--- config.mk ---
export PLATFORM = sky130hd
export DESIGN_NAME = paddle_ctrl_flat
export DESIGN_NICKNAME = d
export VERILOG_FILES = /design/src/rtl/paddle_ctrl_if.sv /design/src/rtl/paddle_ctrl.sv /design/src/flat_wrapper.sv
export SDC_FILE = /design/constraint.sdc
export NUM_CORES = 1
export LEC_CHECK = 0
export ABC_AREA = 0
export BUFFER_PORTS_ARGS = -buffer_cell sky130_fd_sc_hd__buf_2
export CAP_MARGIN = 20
export CORE_UTILIZATION = 53
export CTS_CLUSTER_DIAMETER = 120
export CTS_CLUSTER_SIZE = 30
export DETAILED_ROUTE_END_ITERATION = 8
export GPL_TIMING_DRIVEN = 0
export PLACE_DENSITY = 0.76
export SETUP_SLACK_MARGIN = 0.3
export SYNTH_ARGS = -nofsm -noshare
export SYNTH_HDL_FRONTEND = slang
export SYNTH_SLANG_ARGS = --single-unit
export TNS_END_PERCENT = 30
--- constraint.sdc ---
create_clock -name clk -period 1.8 [get_ports clk]
set_input_delay 0.36 -clock clk [delete_from_list [all_inputs] [get_ports clk]]
set_output_delay 0.36 -clock clk [all_outputs]
set_load 0.02 [all_outputs]
--- src/rtl/paddle_ctrl_if.sv ---
// Control/status bundle between the paddle controller and its driver:
// frame tick and button levels in, paddle row and activity flag out.
interface paddle_ctrl_if;
  logic       tick;
  logic       btn_up;
  logic       btn_down;
  logic [9:0] paddle_y;
  logic       moving;

  modport master (
    output tick,
    output btn_up,
    output btn_down,
    input  paddle_y,
    input  moving
  );

  modport slave (
    input  tick,
    input  btn_up,
    input  btn_down,
    output paddle_y,
    output moving
  );
endinterface

--- src/rtl/paddle_ctrl.sv ---
// Paddle position controller: one step on press, then auto-repeat after a hold
// delay, clamped to [Y_MIN, Y_MAX].
module paddle_ctrl #(
  parameter int Y_MIN      = 0,
  parameter int Y_MAX      = 400,
  parameter int Y_INIT     = 200,
  parameter int STEP       = 4,
  parameter int HOLD_TICKS = 15,
  parameter int RPT_TICKS  = 2
) (
  input  logic          clk,
  input  logic          reset,
  paddle_ctrl_if.slave  bus
);

  typedef enum logic [1:0] {StIdle, StDelay, StRepeat} state_e;
  typedef enum logic [1:0] {DirNone, DirUp, DirDown} dir_e;

  localparam logic [7:0] LP_HOLD = 8'(HOLD_TICKS);
  localparam logic [7:0] LP_RPT  = 8'(RPT_TICKS);
  localparam logic [9:0] LP_YMIN = 10'(Y_MIN);
  localparam logic [9:0] LP_YMAX = 10'(Y_MAX);
  localparam logic [9:0] LP_YINI = 10'(Y_INIT);

  state_e     r_state;
  dir_e       r_dir_lat;
  logic [7:0] r_cnt;
  logic [9:0] r_paddle_y;
  logic       r_moving;

  dir_e       w_dir_req;
  int         w_y_sum;
  logic [9:0] w_y_step;
  logic       w_dir_hold;

  always_comb begin
    w_dir_req = DirNone;
    if (bus.btn_up && !bus.btn_down) begin
      w_dir_req = DirUp;
    end else if (bus.btn_down && !bus.btn_up) begin
      w_dir_req = DirDown;
    end
  end

  assign w_dir_hold = (w_dir_req == r_dir_lat);

  // Wide signed sum so the clamp sees the true value before truncation.
  always_comb begin
    w_y_sum  = 0;
    w_y_step = r_paddle_y;
    case (w_dir_req)
      DirUp: begin
        w_y_sum  = int'(r_paddle_y) - STEP;
        w_y_step = (w_y_sum < Y_MIN) ? LP_YMIN : 10'(w_y_sum);
      end
      DirDown: begin
        w_y_sum  = int'(r_paddle_y) + STEP;
        w_y_step = (w_y_sum > Y_MAX) ? LP_YMAX : 10'(w_y_sum);
      end
      default: ;
    endcase
  end

  always_ff @(posedge clk) begin
    if (reset) begin
      r_state    <= StIdle;
      r_dir_lat  <= DirNone;
      r_cnt      <= 8'd0;
      r_paddle_y <= LP_YINI;
      r_moving   <= 1'b0;
    end else begin
      unique case (r_state)
        StIdle: begin
          if (w_dir_req != DirNone) begin
            r_paddle_y <= w_y_step;
            r_dir_lat  <= w_dir_req;
            r_cnt      <= LP_HOLD;
            r_state    <= StDelay;
            r_moving   <= 1'b1;
          end
        end
        StDelay, StRepeat: begin
          // Release or direction change wins over a coincident tick.
          if (!w_dir_hold) begin
            r_state  <= StIdle;
            r_moving <= 1'b0;
          end else if (bus.tick) begin
            if (r_cnt == 8'd1) begin
              r_paddle_y <= w_y_step;
              r_cnt      <= LP_RPT;
              r_state    <= StRepeat;
            end else begin
              r_cnt <= r_cnt - 8'd1;
            end
          end
        end
        default: begin
          r_state  <= StIdle;
          r_moving <= 1'b0;
        end
      endcase
    end
  end

  assign bus.paddle_y = r_paddle_y;
  assign bus.moving   = r_moving;

endmodule

--- src/flat_wrapper.sv ---
// flat-port wrapper written by rule: the top's interface ports become plain ports
module paddle_ctrl_flat 
#(
  parameter int Y_MIN      = 0,
  parameter int Y_MAX      = 400,
  parameter int Y_INIT     = 200,
  parameter int STEP       = 4,
  parameter int HOLD_TICKS = 15,
  parameter int RPT_TICKS  = 2
)
  (clk, reset, bus_tick, bus_btn_up, bus_btn_down, bus_paddle_y, bus_moving);
  paddle_ctrl_if bus_i ();
  input  logic clk;
  input  logic reset;
  input wire logic [$bits(bus_i.tick)-1:0] bus_tick;
  input wire logic [$bits(bus_i.btn_up)-1:0] bus_btn_up;
  input wire logic [$bits(bus_i.btn_down)-1:0] bus_btn_down;
  output wire logic [$bits(bus_i.paddle_y)-1:0] bus_paddle_y;
  output wire logic [$bits(bus_i.moving)-1:0] bus_moving;
  assign bus_i.tick = bus_tick;
  assign bus_i.btn_up = bus_btn_up;
  assign bus_i.btn_down = bus_btn_down;
  assign bus_paddle_y = bus_i.paddle_y;
  assign bus_moving = bus_i.moving;
  paddle_ctrl #(.Y_MIN(Y_MIN), .Y_MAX(Y_MAX), .Y_INIT(Y_INIT), .STEP(STEP), .HOLD_TICKS(HOLD_TICKS), .RPT_TICKS(RPT_TICKS)) u_core (.clk(clk), .reset(reset), .bus(bus_i));
endmodule
# Word level (Yosys, flattened, before mapping)
# Index checks and enable logic that the tools add are counted.
[totals] inputBits=5 regBits=23 out_inout_bits=11 wordCells=59
[op_classes] n_mux=23 n_addsub=3 eq_ne=13 order_cmp=2 n_reduce_logical=13
[ops] cell="two-way mux 10 bit" n=6
[ops] cell="case mux 10 bit (2 select lines)" n=2
[ops] cell="greater-than comparator 32 x 10 -> 1 bit, second input constant" n=1
[ops] cell="< comparator 32 x 1 -> 1 bit, second input constant" n=1
[ops] cell="two-way mux 8 bit" n=4
[ops] cell="case mux 8 bit (2 select lines)" n=1
[ops] cell="two-way mux 2 bit" n=6
[ops] cell="adder 10 x 3 -> 11 bit, second input constant" n=1
[ops] cell="subtractor 10 x 3 -> 11 bit, second input constant" n=1
[ops] cell="equality test 8 x 1 -> 1 bit, second input constant" n=1
[ops] cell="subtractor 8 x 1 -> 8 bit, second input constant" n=1
[ops] cell="inequality test 2 x 1 -> 1 bit, second input constant" n=3
[ops] cell="inequality test 3 bit, second input constant" n=2
[ops] cell="AND reduction 5 bit" n=1
[ops] cell="equality test 2 x 1 -> 1 bit, second input constant" n=2
[ops] cell="equality test 2 bit, second input constant" n=2
[ops] cell="inequality test 2 bit, second input constant" n=2
[ops] cell="case mux 2 bit (2 select lines)" n=1
[ops] cell="AND reduction 2 bit" n=2
[ops] cell="AND reduction 4 bit" n=1
[ops] cell="nonzero test 2 bit" n=2
[ops] cell="AND reduction 3 bit" n=1
[ops] cell="equality test 2 bit" n=1
[ops] cell="logical AND 1 bit" n=2
[ops] cell="5 further kinds" n=7

# Logic depth before layout (Yosys ltp)
# Gate-level depths: netlist of run 1.
[logic_depth] depth_word=10 depth_mapped=8 mapped_depth_nobuf=8

# Worst setup path before layout of run 1
# OpenSTA, ideal clock, no wires.
[synth_path] path_kind="register to register" from="reg u_core.r_paddle_y[3], in the netlist u_core.bus.paddle_y[3]" to="reg u_core.r_paddle_y[5], in the netlist u_core.bus.paddle_y[5]" setup_slack_ns=-0.219 setup_ns=0.075 path_buffers=0 stages_incl_launch_ff=8 t_required_ns=1.725 arrival_time_ns=1.945 cell_sequence="dfxtp_1 -> ha_1 -> nand2b_1 -> a31oi_1 -> nor3b_1 -> o31a_2 -> or4_1 -> o22ai_1"
[synth_between] elab_chain_len=8
[synth_lines] element="start, declared" line_no="paddle_ctrl.sv:28" text="logic [9:0] r_paddle_y;"
[synth_lines] element="start signal, assigned" line_no="paddle_ctrl.sv:75" text="r_paddle_y <= w_y_step;"
[synth_lines] element="start signal, assigned" line_no="paddle_ctrl.sv:89" text="r_paddle_y <= w_y_step;"
[synth_lines] element="adder 10 x 3 -> 11 bit / subtractor 10 x 3 -> 11 bit (equally long branches)" line_no="paddle_ctrl.sv:57, paddle_ctrl.sv:53"
[synth_lines] element="greater-than comparator 32 x 10 -> 1 bit / < comparator 32 x 1 -> 1 bit (equally long branches)" line_no="paddle_ctrl.sv:58, paddle_ctrl.sv:54"
[synth_lines] element="two-way mux 10 bit, on equally long branches" line_no="paddle_ctrl.sv:58, paddle_ctrl.sv:54"
[synth_lines] element="case mux 10 bit (2 select lines) (*)" line_no="paddle_ctrl.sv:51" text="case (w_dir_req)"
[synth_lines] element="two-way mux 10 bit" line_no="paddle_ctrl.sv:88" text="if (r_cnt == 8'd1) begin"
[synth_lines] element="two-way mux 10 bit" line_no="paddle_ctrl.sv:87" text="end else if (bus.tick) begin"
[synth_lines] element="two-way mux 10 bit" line_no="paddle_ctrl.sv:84" text="if (!w_dir_hold) begin"
[synth_lines] element="case mux 10 bit (2 select lines) (*)" line_no="paddle_ctrl.sv:72" text="unique case (r_state)"
# Mark *: on every way between the ends. The rest lies on a longest branch, timed or not. The select of a mux whose other input is x is not followed.
# A chain may end at the register's enable or synchronous reset.

# Worst setup path after layout of run 1
[layout_path] from="reg u_core.r_paddle_y[2], in the netlist u_core.bus.paddle_y[2]" to="reg u_core.r_paddle_y[6], in the netlist u_core.bus.paddle_y[6]"
# The elaborated chain is that of the path after synthesis.

==> metrics, run 1 <==
status=finished with violations; failing checks=design-rule violations, negative setup slack; top_reg_cell synth=dfxtp_1; Pins Over Slew Limit=0; reg-to-reg endpoint=u_core.bus.paddle_y[6]$_SDFFE_PP1P_; PortBufs=13; Reg2Reg Setup Slack=-180 ps; Ports=16; Initial Utilization=56.9%; Fmax achieved=a little over 500 MHz; hold slack=slightly above 400 ps; Reg2Reg Depth=6; clock transition at the registers of the reported paths=around 130 ps; WS Path Type=flip-flop to flip-flop; average size of a mapped cell=roughly 8 sq um; Worst Path Arrival=2180 ps; antenna-violating nets left=0; Die X-Extent=around 57 um; hold_sp=reset; CTS Buf Count=3; layout cells sized above 1=43.0%; Post-synth ARST share=0%; Final Hold Fails=0; max incr delay on CP=440 ps; CP max FO=6; DP HPWL=~2700 um; Critical Path RT=2000 ps; Static Leakage=just under 0.9 nW; Tot GR Track Use=26.5%; first-pass GRT wire length=roughly 6700 um; clock root buffer master=clkbuf_4; synth warn=0; max_cap viols=0; Final TNS setup=-578 ps; Nets=roughly 250; CP top delay family=compound AO/OA/AOI/OAI gates; routed vias/inst=6.21; Place WS=-347 ps; FF+latch count, synth=21; crit end category=flip-flop; synthesized area=between 1500 and 2000 sq um; RePlAce Congestion=0.879; reg2reg start=u_core.bus.paddle_y[2]$_SDFFE_PP0P_; area delta synth->final=35.4%; Initial DRT Pass Iterations=6; Clock Latency Late Sink=between 300 and 400 ps; total grt overflow=0; number of synthesized flops with an enable pin=0; Ant. Diodes=0; post-route setup slack=-178 ps; worst path bufs/invs=1; Final period util=110%; Final setup viols=7; Pwr Total=3.44 mW; core area=~2800 sq um; clock sink total=21; CTS tree=done; FILL cells=207; Initial DRC Count=~120; number of global-route vias before repair=1512; Chip Height=between 50 and 60 um; Worst Hold End=u_core.bus.paddle_y[5]$_SDFFE_PP0P_; Final Util=77.0%; CTS Buffer Depth=2; H-tree depth=1; RSZ-0062 raised after global routing=yes; Slew headroom=60.9%; Hold WC Path Type=input port to flip-flop; initial antenna violation count=0; cell depth of the worst hold path=3; Slowest cell on crit path=nor4_1; Worst Skew=4.22 ps; Avg WL per Cell=16.2 um; residual DRC count=4; maximum vdd ir drop=1370 uV; CP startpoint kind=flip-flop; Slew @ Worst Pin=582 ps; cts hold-fix bufs=0; via count=roughly 1700; critical path cell sequence=ha_4 -> buf_4 -> nor4_1 -> o31a_2 -> a211oi_2 -> a2111o_1; Final min period=1980 ps; Routed WL=4350 um; PwrDens=roughly 1600 nW/um^2; largest net degree at the start of global routing=13; sequential area share after synthesis=between 20% and 30%; Synth cell types=50; Mapped Cells=201; row cnt=19; Die Footprint=between 3000 and 4000 sq um
[Yosys cell counts, types with 2 or more instances]
master    count  share of area [%]
nor2_1       23                5.4
dfxtp_1      21                 26
nand2_1      20                4.7
inv_1        13                3.1
o21ai_0      11                3.5
ha_1         10                7.8
nand3_1      10                3.1
a21oi_1       9                2.8
nor3_1        6                1.9
xor2_1        6                3.3
mux2i_1       5                3.1
a31oi_1       4                1.6
nand4_1       4                1.6
a211oi_1      3                1.4
a21o_1        3                1.4
buf_4         3                1.4
nand2b_1      3                1.2
nor3b_1       3                1.4
nor4_1        3                1.2
o21a_1        3                1.4
or3_1         3                1.2
buf_6         2                1.4
clkbuf_1      2               0.47
clkbuf_8      2                1.7
o22ai_1       2               0.78
xnor2_1       2                1.1
xnor2_2       2                2.0
[layer usage]
layer / vias to the layer above / routed length [um] / global-route usage [%] / part of all wire, %
met4: 0 / 62 / 13.9 / 1.4
li1: 788 / - / - / -
met2: 62 / 2170 / 44.9 / 50
met3: 8 / 207 / 3.46 / 4.8
met5: - / 0 / 0 / 0
met1: 807 / 1910 / 32.5 / 44
[state kept, by name, summed over array words and instances (netlist names)]
name / flops
u_core.r_cnt: 8
u_core.r_dir_lat: 2
u_core.r_state: 2
u_core.bus.paddle_y: 8
u_core.bus.moving: 1
[power breakdown]
group / switching [mW] / internal (mW) / total (mW)
clock network: 0.155 / 0.0830 / 0.237
registers: 0.215 / 0.666 / 0.881
logic: 1.29 / 1.03 / 2.32
[worst reg2reg max path, delay by kind of cell, from the launching register on]
kind / cells / cell delay, ps
AOI/OAI and AO/OA: 3 / 720
adders and majority gates: 1 / 180
buffers and inverters: 1 / 140
DFF: 1 / 400
and+or+nand+nor: 1 / 440
[metrics by stage]
| stage | instances | cell area [sq um] |
|---|---|---|
| after detailed placement | 246 | 1850 |
| after global placement | 246 | 1850 |
| after floorplan | 202 | 1750 |
| final | 268 | 2160 |
| after CTS | 265 | 2060 |
| after global routing | 268 | 2160 |
[cell families after synthesis]
family                   after synthesis  synth area share (%)
AO/OA/AOI/OAI                         48                  20.8
XOR/XNOR                              10                  6.43
adder cells (fa/ha/maj)               10                  7.84
buffers and inverters                 23                  8.39
flip-flops                            21                  26.4
multiplexers                           5                  3.14
other                                  1                 0.235
AND/OR/NAND/NOR                       83                  26.8
[cells in the final DEF, fill, tap and decap left out, drive strengths merged, types with 8 or more instances in the layout]
| master | synthesis | final |
|---|---|---|
| ha | 10 | 10 |
| inv | 13 | 13 |
| buf | 6 | 36 |
| dfxtp | 21 | 21 |
| nand3 | 10 | 10 |
| clkbuf | 4 | 8 |
| nor2 | 23 | 23 |
| a21oi | 10 | 10 |
| nand2 | 20 | 20 |
| o21ai | 12 | 12 |
[timing repair]
action | 4_1_cts | 5_1_grt
buffers inserted | 15 | 3
resized for setup | 24 | 21
setup endpoints to repair | 18 | 18
pin swaps | 17 | 17
[how the worst max path moves through the flow]
| stage | startpoint | to | slack (ps) | cells after the start |
|---|---|---|---|---|
| 5_1_grt | u_core.bus.paddle_y[4]$_SDFFE_PP0P_ | u_core.bus.paddle_y[5]$_SDFFE_PP0P_ | -230 | 7 |
| 3_5_place_dp | bus_btn_up | u_core.bus.paddle_y[6]$_SDFFE_PP1P_ | -350 | 9 |
| 2_1_floorplan | u_core.bus.paddle_y[4]$_SDFFE_PP0P_ | u_core.bus.paddle_y[5]$_SDFFE_PP0P_ | 10 | 7 |
| 6_report | u_core.bus.paddle_y[2]$_SDFFE_PP0P_ | u_core.bus.paddle_y[6]$_SDFFE_PP1P_ | -180 | 6 |
| 4_1_cts | u_core.bus.paddle_y[3]$_SDFFE_PP1P_ | u_core.bus.paddle_y[5]$_SDFFE_PP0P_ | -130 | 7 |
| 3_3_place_gp | bus_btn_up | u_core.bus.paddle_y[6]$_SDFFE_PP1P_ | -320 | 9 |
[cell type report]
type,instances,area (sq um),share of cell area (%)
Inverter,13,68.8,3.19
Clock inverter,1,5.00,0.232
Sequential cell,21,447,20.7
Timing Repair Buffer,31,206,9.56
Multi-Input combinational cell,158,1280,59.2
Tap cell,31,38.8,1.80
Clock buffer,3,22.5,1.04
Buffer,10,92.6,4.29
Note: power is estimated with default switching activity, not from simulation.
==> run 2, diff against run 1 <==
- CORE_UTILIZATION: 53 -> 40
- PLACE_DENSITY: 0.76 -> 0.6
==> run 2 against run 1 <==
Net effect: the run ends with negative setup slack left; clock power increased by 32%; count of clock-buffer cells in the layout unchanged; worst setup slack got worse by 5.4 ps; register-to-register slack about the same; cell area increased by 8.3%; critical endpoint is now u_core.bus.paddle_y[5]$_SDFFE_PP0P_; sequential share of layout area decreased by 1.6 points; non-clock buffer count increased by 5; largest cell class unchanged; via count increased by 0.18%; core utilization decreased by 15 points; power increased by 5.9%; final cell count increased by 8.2%.
==> metrics, run 2 (same netlist as run 1, synthesis figures left out) <==
combinational share of power=67.2%; Pins Over Slew Limit=0; Worst Path Arrival=~2200 ps; Routed WL=between 4000 and 5000 um; Reg2Reg Depth=7; non-filler instance count after layout=290; number of global-route vias before repair=1607; RePlAce Congestion=around 0.85; Reg2Reg Setup Slack=-180 ps; Critical Path RT=about 2000 ps; via count=approximately 1700; Initial Utilization=42.6%; layout cells sized above 1=47.5%; area of the multi-input gates=approximately 1400 sq um; Final Hold Fails=0; Clk pwr share=8.6%; hold slack=450 ps; Worst Setup SP=u_core.bus.paddle_y[4]$_SDFFE_PP0P_; Final Instance Area=between 2000 and 2500 sq um; clock transition at the registers of the reported paths=roughly 80 ps; Slew headroom=67.1%; hold_sp=reset; cell depth of the worst hold path=3; Final setup viols=7; Internal=1.92 mW; largest net degree at the start of global routing=13; Fmax achieved=504 MHz; CTS tree=done; post-route setup slack=-183 ps; Final period util=110%; sequential cell area=447 sq um; Worst Hold End=u_core.bus.paddle_y[5]$_SDFFE_PP0P_; status=finished with violations; failing checks=negative setup slack; crit end category=flip-flop; commonest non-fill, non-tap cells in the layout=buf_4 (22), nand2_1 (18), nor2_1 (18); Die Footprint=4240 sq um; placed insts=263; Die X-Extent=65.2 um; Nets=around 260; routed vias/inst=5.75; clock root buffer master=clkbuf_8; Chip Height=65.2 um; CP startpoint kind=flip-flop; PwrDens=1560 nW/um^2; PortBufs=13; CP max FO=4; Avg WL per Cell=16.0 um; RSZ-0062 raised after global routing=yes; Ant. Diodes=0; reg2reg start=u_core.bus.paddle_y[4]$_SDFFE_PP0P_; Final min period=1980 ps; Ports=16; area delta synth->final=46.6%; reg-to-reg endpoint=u_core.bus.paddle_y[5]$_SDFFE_PP0P_; H-tree depth=1; Static Leakage=0.933 nW; Clock Latency Late Sink=260 ps; sw frac=a little under half; Slew @ Worst Pin=just under 500 ps; maximum vdd ir drop=775 uV; CTS Buf Count=3; sw power=1.72 mW; sequential power share=24.1%; Initial DRC Count=129; DP HPWL=~2800 um; initial antenna violation count=0; max_cap viols=0; first-pass GRT wire length=7270 um; row cnt=22; Hold WC Path Type=input port to flip-flop; most common cell after layout, fill and taps aside=buf_4; FILL cells=343; CTS Buffer Depth=2; total grt overflow=0; Final Util=62.5%; core area=3740 sq um; Initial DRT Pass Iterations=4; residual DRC count=0; Tot GR Track Use=21.8%; WS Path Type=flip-flop to flip-flop; clock sink total=21; antenna-violating nets left=0; Worst Skew=2.15 ps; Placed Area=1870 sq um
-- run 2: changes by cell type in the layout (fill, tap and decap cells not counted), sizes merged --
cell,previous run,this run
buf,36,41
-- run 2: worst max-delay path, stage by stage, from the launching register on --
cell	delay [ps]
dfxtp_4	350
buf_6	100
nand4_1	210
nor2_2	210
mux2i_2	260
nand2_1	150
or4_4	510
o22ai_2	120
-- run 2: final cells by class --
type / count / share of cell area (%)
inverters: 13 / 2.84
multi-input cells: 158 / 58.3
plain buffers: 10 / 3.96
repair buffers: 36 / 11.3
well taps: 48 / 2.57
flip-flops and latches: 21 / 19.1
clock buffers: 3 / 1.77
clock inverters: 1 / 0.214
-- run 2: how the worst max path moves through the flow --
stage	endpoint	slack, ps	depth (start not counted)
6_report	u_core.bus.paddle_y[5]$_SDFFE_PP0P_	-180	7
5_1_grt	u_core.bus.paddle_y[5]$_SDFFE_PP0P_	-200	7
4_1_cts	u_core.bus.paddle_y[5]$_SDFFE_PP0P_	-110	7
3_5_place_dp	u_core.bus.paddle_y[6]$_SDFFE_PP1P_	-350	9
3_3_place_gp	u_core.bus.paddle_y[6]$_SDFFE_PP1P_	-340	9
2_1_floorplan	u_core.bus.paddle_y[5]$_SDFFE_PP0P_	10	7
-- run 2: per-stage QoR --
stage	TNS [ps]	worst slack (ps)	total power, mW
6_report	-436	-183	3.64
4_1_cts	-258	-115	3.35
3_5_place_dp	-2290	-352	2.67
2_1_floorplan	0	9.52	2.29
5_1_grt	-960	-204	3.90
3_3_place_gp	-2060	-340	2.61
-- run 2: layer usage --
metal  global-route usage [%]  up-vias  share of wire (%)
li1                         -      790                  -
met4                     4.89        0                1.9
met2                     40.0       62                 52
met3                     2.78       12                4.9
met1                     26.9      804                 42
met5                        0        -                  0
-- run 2: timing repair --
action / 4_1_cts / 5_1_grt
hold buffers: 0 / 0
pin swaps: 11 / 13
setup endpoints to repair: 18 / 18
gates resized for setup: 30 / 28
buffers inserted: 16 / 6
gates cloned: 1 / 0
-- run 2: power by group through the flow --
stage	sequential (mW)	combinational (mW)	clock, mW
floorplan	0.891	1.40	0
global placement	0.848	1.77	0
detailed placement	0.859	1.82	0
CTS	0.864	2.16	0.322
global route	0.900	2.66	0.342
finish	0.879	2.45	0.314
